### config.mk
export PLATFORM = sky130hd
export DESIGN_NAME = sync_counter
export DESIGN_NICKNAME = d
export VERILOG_FILES = /design/src/rtl/rv523_pkg.sv /design/src/rtl/sync_counter_nxt.sv /design/src/rtl/sync_counter.sv
export SDC_FILE = /design/constraint.sdc
export NUM_CORES = 1
export LEC_CHECK = 0
export CAP_MARGIN = 20
export CORE_AREA = 2 2 39 41
export CTS_CLUSTER_DIAMETER = 150
export DETAILED_ROUTE_END_ITERATION = 12
export DIE_AREA = 0 0 41 43
export PLACE_DENSITY = 0.69
export SLEW_MARGIN = 20
export SYNTH_ARGS = -nofsm -noshare
export SYNTH_HDL_FRONTEND = slang
export SYNTH_HIERARCHICAL = 1
export SYNTH_SLANG_ARGS = --single-unit
### constraint.sdc
create_clock -name clk -period 2.8 [get_ports clk]
set_input_delay 0.84 -clock clk [delete_from_list [all_inputs] [get_ports clk]]
set_output_delay 0.84 -clock clk [all_outputs]
set_load 0.01 [all_outputs]
### src/rtl/rv523_pkg.sv
// Shared definitions for the RV523 cell set: counter mode encodings and
// parameter legality checks.
package rv523_pkg;

    localparam logic [1:0] MODE_HOLD = 2'b00;
    localparam logic [1:0] MODE_UP   = 2'b01;
    localparam logic [1:0] MODE_DOWN = 2'b10;
    localparam logic [1:0] MODE_LOAD = 2'b11;

    // True when a counter of the given width can represent 0..modulus-1.
    function automatic bit modulus_ok(input int width, input int modulus);
        if (width < 1 || width > 16) return 1'b0;
        return (modulus >= 2) && (modulus <= (1 << width));
    endfunction

endpackage

### src/rtl/sync_counter_nxt.sv
// Next-state and wrap detection for one sync_counter cell; purely combinational
// so the same logic can be shared with the formal model.
module sync_counter_nxt
    import rv523_pkg::*;
#(
    parameter int WIDTH   = 4,
    parameter int MODULUS = 2 ** WIDTH
) (
    input  logic [WIDTH-1:0] q,
    input  logic [1:0]       mode,
    input  logic             enp,
    input  logic             ent,
    input  logic [WIDTH-1:0] d,
    output logic [WIDTH-1:0] q_nxt,
    output logic             wrap_nxt
);

    localparam logic [WIDTH-1:0] Q_MAX = WIDTH'(MODULUS - 1);

    logic cnt_en;
    assign cnt_en = enp & ent;

    // Out-of-range q is treated as a wrap so a corrupted cell recovers in one step.
    always_comb begin
        q_nxt    = q;
        wrap_nxt = 1'b0;
        case (mode)
            MODE_LOAD: begin
                q_nxt = (d > Q_MAX) ? Q_MAX : d;
            end
            MODE_UP: begin
                if (cnt_en) begin
                    if (q >= Q_MAX) begin
                        q_nxt    = '0;
                        wrap_nxt = 1'b1;
                    end else begin
                        q_nxt = q + 1'b1;
                    end
                end
            end
            MODE_DOWN: begin
                if (cnt_en) begin
                    if ((q == '0) || (q > Q_MAX)) begin
                        q_nxt    = Q_MAX;
                        wrap_nxt = 1'b1;
                    end else begin
                        q_nxt = q - 1'b1;
                    end
                end
            end
            default: begin
                q_nxt    = q;
                wrap_nxt = 1'b0;
            end
        endcase
    end

endmodule

### src/rtl/sync_counter.sv
// Cascadable WIDTH-bit counter cell with programmable modulus: state
// registers, synchronous reset and the terminal-count decode for the next cell.
module sync_counter
    import rv523_pkg::*;
#(
    parameter int WIDTH   = 4,
    parameter int MODULUS = 2 ** WIDTH
) (
    input  logic             clk,
    input  logic             rst,
    input  logic [1:0]       mode,
    input  logic             enp,
    input  logic             ent,
    input  logic [WIDTH-1:0] d,
    output logic [WIDTH-1:0] q,
    output logic             tc,
    output logic             wrap
);

    generate
        if (!modulus_ok(WIDTH, MODULUS)) begin : g_bad_modulus
            $error("sync_counter: MODULUS %0d illegal for WIDTH %0d", MODULUS, WIDTH);
        end
    endgenerate

    localparam logic [WIDTH-1:0] Q_MAX = WIDTH'(MODULUS - 1);

    logic [WIDTH-1:0] q_nxt;
    logic             wrap_nxt;

    sync_counter_nxt #(
        .WIDTH   (WIDTH),
        .MODULUS (MODULUS)
    ) u_nxt (
        .q        (q),
        .mode     (mode),
        .enp      (enp),
        .ent      (ent),
        .d        (d),
        .q_nxt    (q_nxt),
        .wrap_nxt (wrap_nxt)
    );

    always_ff @(posedge clk) begin
        if (rst) begin
            q    <= '0;
            wrap <= 1'b0;
        end else begin
            q    <= q_nxt;
            wrap <= wrap_nxt;
        end
    end

    // tc ignores enp so a stalled lower cell still reports terminal count upstream.
    assign tc = ent & (((mode == MODE_UP) & (q == Q_MAX)) |
                       ((mode == MODE_DOWN) & (q == '0)));

endmodule
After elaboration in Yosys (flattened, before gate mapping)
Index checks and enable logic that the tools add are counted.
{"block": "word_totals", "ff_bits": 5, "out_inout_bits": 6, "in_bits": 10, "elab_cells": 33}
{"block": "classes", "reduce_logical": 4, "addsub": 2, "n_eq_ne": 6, "bitwise_logic": 5, "magnitude_cmp": 3, "muxes": 11}
{"cell": "2-to-1 mux 4 bit", "n": 5}
{"cell": "case mux 4 bit (3 select lines)", "n": 1}
{"cell": "> comparator 4 bit (second input constant)", "n": 2}
{"cell": "adder 4 x 1 -> 4 bit (second input constant)", "n": 1}
{"cell": "AND 1 bit", "n": 4}
{"cell": "== test 2 bit (second input constant)", "n": 2}
{"cell": "== test 4 bit (second input constant)", "n": 1}
{"cell": ">= comparator 4 bit (second input constant)", "n": 1}
{"cell": "logical NOT 4 bit", "n": 1}
{"cell": "2-to-1 mux 1 bit", "n": 4}
{"cell": "!= test 2 x 1 -> 1 bit (second input constant)", "n": 2}
{"cell": "subtractor 4 x 1 -> 4 bit (second input constant)", "n": 1}
{"cell": "AND reduction 3 bit", "n": 1}
{"cell": "nonzero test 3 bit", "n": 1}
{"cell": "== test 2 x 1 -> 1 bit (second input constant)", "n": 1}
{"cell": "case mux 1 bit (2 select lines)", "n": 1}
{"cell": "logical OR 1 bit", "n": 1}
{"cell": "OR 1 bit", "n": 1}

Logic depth before layout (Yosys ltp)
Gate-level depths: netlist of the first run.
{"block": "depth", "ltp_word": 5, "ltp_mapped": 7, "mapped_depth_nobuf": 6}

By module
The synthesis of the first run kept the hierarchy.
{"module": "sync_counter_nxt", "seq_area_each_um2": 0.0, "cells_each": 45, "instances": 1, "area_per_inst_um2": 347.8}
{"module": "sync_counter", "seq_area_each_um2": 100.1, "cells_each": 15, "instances": 1, "area_per_inst_um2": 176.4}

Worst setup path before layout of the first run
Ideal clock, no wire load.
{"block": "synth_path", "path_type": "input to output", "startpoint": "in mode[0]", "endpoint": "out tc", "slack_ns": 0.449, "arrival_ns": 1.511, "path_stages": 2, "n_path_buf": 0, "required_time_ns": 1.960, "path_cell_list": "or4b_1 o22ai_2"}
{"block": "synth_between", "elab_chain_cells": 4, "word_cells_on_any_way": 6, "cone_classes": "2 x eq/ne; 4 x bitwise"}
{"element": "start: declaration", "line_no": "sync_counter.sv:11", "source": "input logic [1:0] mode,"}
{"element": "== test 2 x 1 -> 1 bit / == test 2 bit (equally long branches)", "line_no": "sync_counter.sv:55, sync_counter.sv:56"}
{"element": "AND 1 bit, on equally long branches", "line_no": "sync_counter.sv:55, sync_counter.sv:56"}
{"element": "OR 1 bit (*)", "line_no": "sync_counter.sv:55", "source": "assign tc = ent & (((mode == MODE_UP) & (q == Q_MAX)) |"}
{"element": "AND 1 bit (*)", "line_no": "sync_counter.sv:55"}
{"element": "end: declaration", "line_no": "sync_counter.sv:16", "source": "output logic tc,"}
Every way passes the cells marked *; elsewhere a longest branch is shown, timed or not.

Worst setup path in the final report of the first run
{"block": "layout_path", "startpoint": "in ent", "endpoint": "out tc"}
{"block": "layout_between", "elab_chain_cells": 1}
{"element": "start: declaration", "line_no": "sync_counter.sv:13", "source": "input logic ent,"}
{"element": "AND 1 bit", "line_no": "sync_counter.sv:55"}
No other way between the ends.

==> impl_results.md, run 1 <==
- Buffers on Ports: 15
- Top cells by area, synth: dfxtp_1 (19%), ha_1 (14%), nor2b_1 (7.2%), nand3_1 (3.8%), inv_1 (3.6%)
- Max-capacitance violation count: 0
- DRT Pass-1 Iters: 4
- FF-to-FF End: q[1]
- Hold-critical path depth: 4
- FF+latch count, synth: 5
- WHS Endpoint: q[1]
- Worst slew margin: 79.0%
- Cells after synthesis: 60
- Final critical-path share of the clock period: 98.6%
- Core area: 0.00138 mm2
- Core Util, Final: 55.5%
- Final hold viol count: 0
- CTS tree: done
- Vias/cell: 5.63
- Net Count, Synth: 76
- Status: complete, no violations
- Initial antenna violation count: 0
- Crit Path Class: in2out
- Multi-input logic area: 400 um2
- Post-synthesis cell type count: 35
- Most common cell after layout, fill and taps aside: clkdlybuf4s50_1
- Clock Latency Late Sink: 0.24 ns
- R2R setup slack: 1.11 ns
- Crit path capture type: primary output
- Hold buffers post-CTS: 0
- Final WS setup: 0.0394 ns
- Worst EP arrival: 1.92 ns
- Clock sinks: 5
- Diodes inserted: 0
- Fmax: 0.362 GHz
- Dpl hpwl: 1120 um
- RD Place Congestion: 0.810
- Overflow after GRT: 0
- Crit-path cells: clkdlybuf4s50_1 > or3b_4 > o22ai_2 > buf_2
- EDFF count, synth: 0
- Fill cells: 140
- Slowest cell delay on critical path: 0.47 ns
- # DRC: 0
- Root Buffer: clkbuf_4
- Die Y: 43 um
- Warnings, synthesis: 6
- Slowest cell on crit path: clkdlybuf4s50_1
- Share of layout cells above drive strength 1: 19.8%
- Final net count: 103
- Routed len/inst: 14.2 um
- Rows: 14
- Unrepaired setup endpoints after global routing: false
- Overall power: 0.254 mW
- Total Routing Usage GR: 19.8%
- Max-slew violations: 0
- P_leak: 0.314 nW
- Min-Delay Path Class: reg2reg
- Fin area: 768 um2
- Largest area contributor in the netlist: dfxtp_1
- Async set-reset flop share out of synthesis: 0%
- Top cell type's share of synthesized area: 19.1%
- Sequential area share after synthesis: 19.1%
- Peak supply drop: 0.221 mV
- Synthesized cell area: 524 um2
- Area growth syn-to-layout: 46.5%
- Antenna viol nets, final: 0
- Final wirelength: 1450 um
- Vias in the first global route: 544
- Clock slew seen by the registers of the worst setup and hold paths: 0.04 ns
- Pwr/cell area: 331 mW/mm2
- CP max FO: 2
- Register area: 100 um2
- Reg-to-Reg Start: q[0]
- Vias after detailed routing: 574
- Initial DRC count: 20
- Clock Path Buffers: 2
- Syn_area_per_cell: 8.74 um2
- First-pass GRT wire length: 2390 um
- Setup WS pre-CTS: -0.495 ns
- Hold Crit Start: q[1]
- Num CTS Buffers: 3
- Predominant post-synthesis flop cell: dfxtp_1
- Post-route minimum period: 2.76 ns
- Worst slew pin tran: 0.314 ns
- Final Skew: 0.00444 ns
- IO Pins: 16
- Commonest non-fill, non-tap cells in the layout: clkdlybuf4s50_1 (12), buf_4 (8), nor2b_1 (6), ha_1 (6)
- Die area: 0.00176 mm2
- Starting Density: 37.9%
- Reg2reg path depth: 7
- Horiz. Die Dim: 41 um
- Crit path launch type: primary input
- Final setup fails: 0
- H-tree depth: 1
- Placed Area: 743 um2
- Largest net degree at the start of global routing: 10
- Req. time, crit path: 1.96 ns
## state kept, by name (all words and copies together) (netlist names)
register and count:
q 4, wrap 1
## worst max-delay path: cells and delay by family
| kind | cells | cell delay, ns |
|---|---|---|
| buffers and inverters | 2 | 0.62 |
| AND/OR/NAND/NOR | 1 | 0.37 |
| AO/OA/AOI/OAI | 1 | 0.08 |
## stage by stage
step	setup TNS [ns]	hold WS [ns]	std cells
floorplan	0	0.674	60
global placement	-0.466	0.763	98
detailed placement	-0.495	0.767	98
CTS	0	0.781	102
global route	0	0.822	102
finish	0	0.785	102
## synth_stat cells (2+ instances only)
cell and n:
a21oi_1 3, dfxtp_1 5, ha_1 6, inv_1 5
nand2_1 2, nand3_1 4, nor2b_1 6, o22ai_1 2
## cells by family (layout without fill, tap and decap cells)
group                    Yosys count  after routing  share of synthesized area, %
AND/OR/NAND/NOR                   23             23                          29.4
multiplexers                       1              1                          2.15
adder cells (fa/ha/maj)            6              6                          14.3
flip-flops                         5              5                          19.1
AO/OA/AOI/OAI                     19             19                          29.4
buffers and inverters              6             32                          5.73
## worst max-delay path by stage
stage          slack [ns]     from  to
2_1_floorplan        0.45  mode[0]  tc
4_1_cts              0.04      ent  tc
6_report             0.04      ent  tc
5_1_grt            0.0009      ent  tc
3_5_place_dp        -0.50  mode[0]  tc
3_3_place_gp        -0.47  mode[0]  tc
## metal layers
layer,track usage [%],wire [um],vias up
met2,31.6,705,23
met3,6.28,86,0
met5,0,0,-
met1,25.1,658,265
li1,-,-,286
met4,4.00,0,0
## power breakdown
part	internal (mW)	switching [mW]	total (mW)	leakage [nW]
Clock	0.0539	0.0305	0.0845	0.0150
Sequential	0.0750	0.00328	0.0783	0.0407
Combinational	0.0507	0.0409	0.0916	0.258
Total	0.180	0.0747	0.254	0.314
## layout make-up
cell class	count	area share, %
clock buffer	4	3.42
multi-input combinational	49	52.1
inverter	5	2.44
tap	16	2.61
timing repair buffer	23	26.4
sequential	5	13.0
## timing repair
item | in CTS | in global routing
setup buffers | 0 | 0
setup endpoints to repair | 1 | 0
gates resized for setup | 8 | 0
(Power assumes the default switching activity.)
==> inputs of run 2 (changes only) <==
- PLACE_DENSITY: 0.69 -> 0.68
==> run 2 against run 1 <==
Against the previous run:
- via count grew 1.2%
- wire length shrank 1.9%
- critical path depth did not move
- clock skew is 0.0011 ns higher
- setup slack got worse by 0.011 ns
- count of clock-buffer cells in the layout unchanged
- die area unchanged
- worst hold slack worse by 0.079 ns
- maximum frequency fell by 0.39%
- utilization shrank 1.4 points
- sequential share of layout area rose by 0.33 points
- total power fell by 1.9%
- critical path type unchanged
- critical endpoint unchanged
- largest cell class unchanged
- highest routed layer is now met4
==> impl_results.md, run 2 (synthesized netlist as in run 1, its figures left out) <==
- Rows: 14
- Crit path launch type: primary input
- Die Y: 43 um
- Commonest non-fill, non-tap cells in the layout: clkdlybuf4s50_1 (12), nor2b_1 (6), buf_4 (6), ha_1 (6)
- Max-capacitance violation count: 0
- Post-CTS setup buffer count: 0
- Num CTS Buffers: 3
- Vias in the first global route: 493
- Fmax: 0.361 GHz
- P_leak: 0.302 nW
- Max-slew violations: 0
- Biggest register: q
- Core area: 0.00138 mm2
- Final critical-path share of the clock period: 99.0%
- Largest register FFs: 4
- # DRC: 0
- Routed len/inst: 14.2 um
- Final wirelength: 1420 um
- Most common cell after layout, fill and taps aside: clkdlybuf4s50_1
- Crit-path cells: clkdlybuf4s50_1 > or3b_4 > o22ai_2 > buf_2
- Vias after detailed routing: 581
- Area growth syn-to-layout: 43.0%
- Largest net degree at the start of global routing: 10
- Die area: 0.00176 mm2
- Overflow after GRT: 0
- Starting Density: 37.9%
- Worst slew margin: 78.7%
- Final setup fails: 0
- CP max FO: 2
- Clock Path Buffers: 2
- Diodes inserted: 0
- Initial DRC count: 14
- Status: complete, no violations
- Worst slew pin tran: 0.319 ns
- WHS: 0.706 ns
- Multi-input logic area: 397 um2
- Top Registers: q (4), wrap (1)
- Unrepaired setup endpoints after global routing: false
- Hold buffers post-CTS: 0
- Fill cells: 146
- Crit path capture type: primary output
- Post-route minimum period: 2.77 ns
- Worst EP arrival: 1.93 ns
- IO Pins: 16
- Setup tns final: 0 ns
- Vias/cell: 5.81
- RD Place Congestion: 0.806
- Register area: 100 um2
- H-tree depth: 1
- Clock slew seen by the registers of the worst setup and hold paths: 0.04 ns
- CTS tree: done
- Clock Latency Late Sink: 0.24 ns
- Antenna viol nets, final: 0
- Min-Delay Path Class: reg2reg
- Final net count: 101
- Peak supply drop: 0.245 mV
- Overall power: 0.250 mW
- Req. time, crit path: 1.96 ns
- Slowest cell on crit path: clkdlybuf4s50_1
- Non-Filler Instances: 100
- DRT Pass-1 Iters: 4
- Total Routing Usage GR: 16.9%
- Placed Cells: 96
- Dpl hpwl: 1060 um
- Final Skew: 0.00549 ns
- Clock sinks: 5
- Initial antenna violation count: 0
- Root Buffer: clkbuf_4
- Final hold viol count: 0
- First-pass GRT wire length: 2090 um
- Pwr/cell area: 333 mW/mm2
- Slowest cell delay on critical path: 0.49 ns
- Post-CTS Resized: 7
- Crit Path Class: in2out
- Horiz. Die Dim: 41 um
- Share of layout cells above drive strength 1: 16.7%
- Buffers on Ports: 15
run 2: power by group:
part,switching (mW),total (mW),internal [mW]
sequential,0.00476,0.0798,0.0750
clock,0.0297,0.0836,0.0539
combinational,0.0382,0.0861,0.0479
run 2: final timing paths:
kind,start,endpoint,slack (ns),cells after the start
worst min-delay path,q[1],q[1],0.71,3
worst min register to register,q[1],q[1],0.71,3
worst max register to register,q[1],q[1],1.16,6
worst max-delay path,ent,tc,0.03,4
run 2: worst max-delay path: cells and delay by family:
| family | cells | cell delay [ns] |
|---|---|---|
| buffers and inverters | 2 | 0.63 |
| AOI/OAI and AO/OA | 1 | 0.08 |
| and+or+nand+nor | 1 | 0.38 |
run 2: per-layer routing:
metal	vias to the layer above	part of all wire (%)	GRT usage (%)
li1	284	-	-
met1	277	46	22.4
met2	18	47	25.3
met3	2	5.8	5.76
met4	0	0.98	4.00
met5	-	0	0
run 2: through the flow:
| step | worst slack (ns) | utilization (%) | area, um2 |
|---|---|---|---|
| 5_1_grt | 0.0148 | 54.2 | 749 |
| 2_1_floorplan | 0.449 | - | 524 |
| 3_3_place_gp | -0.463 | 52.6 | 728 |
| 6_report | 0.0286 | 54.2 | 749 |
| 3_5_place_dp | -0.494 | 52.6 | 728 |
| 4_1_cts | 0.0218 | 54.2 | 749 |
run 2: layout make-up:
| type | instances | area share (%) |
|---|---|---|
| multi-input cells | 49 | 52.9 |
| repair buffers | 21 | 25.0 |
| flip-flops and latches | 5 | 13.4 |
| clock buffers | 4 | 3.51 |
| well taps | 16 | 2.67 |
| inverters | 5 | 2.50 |
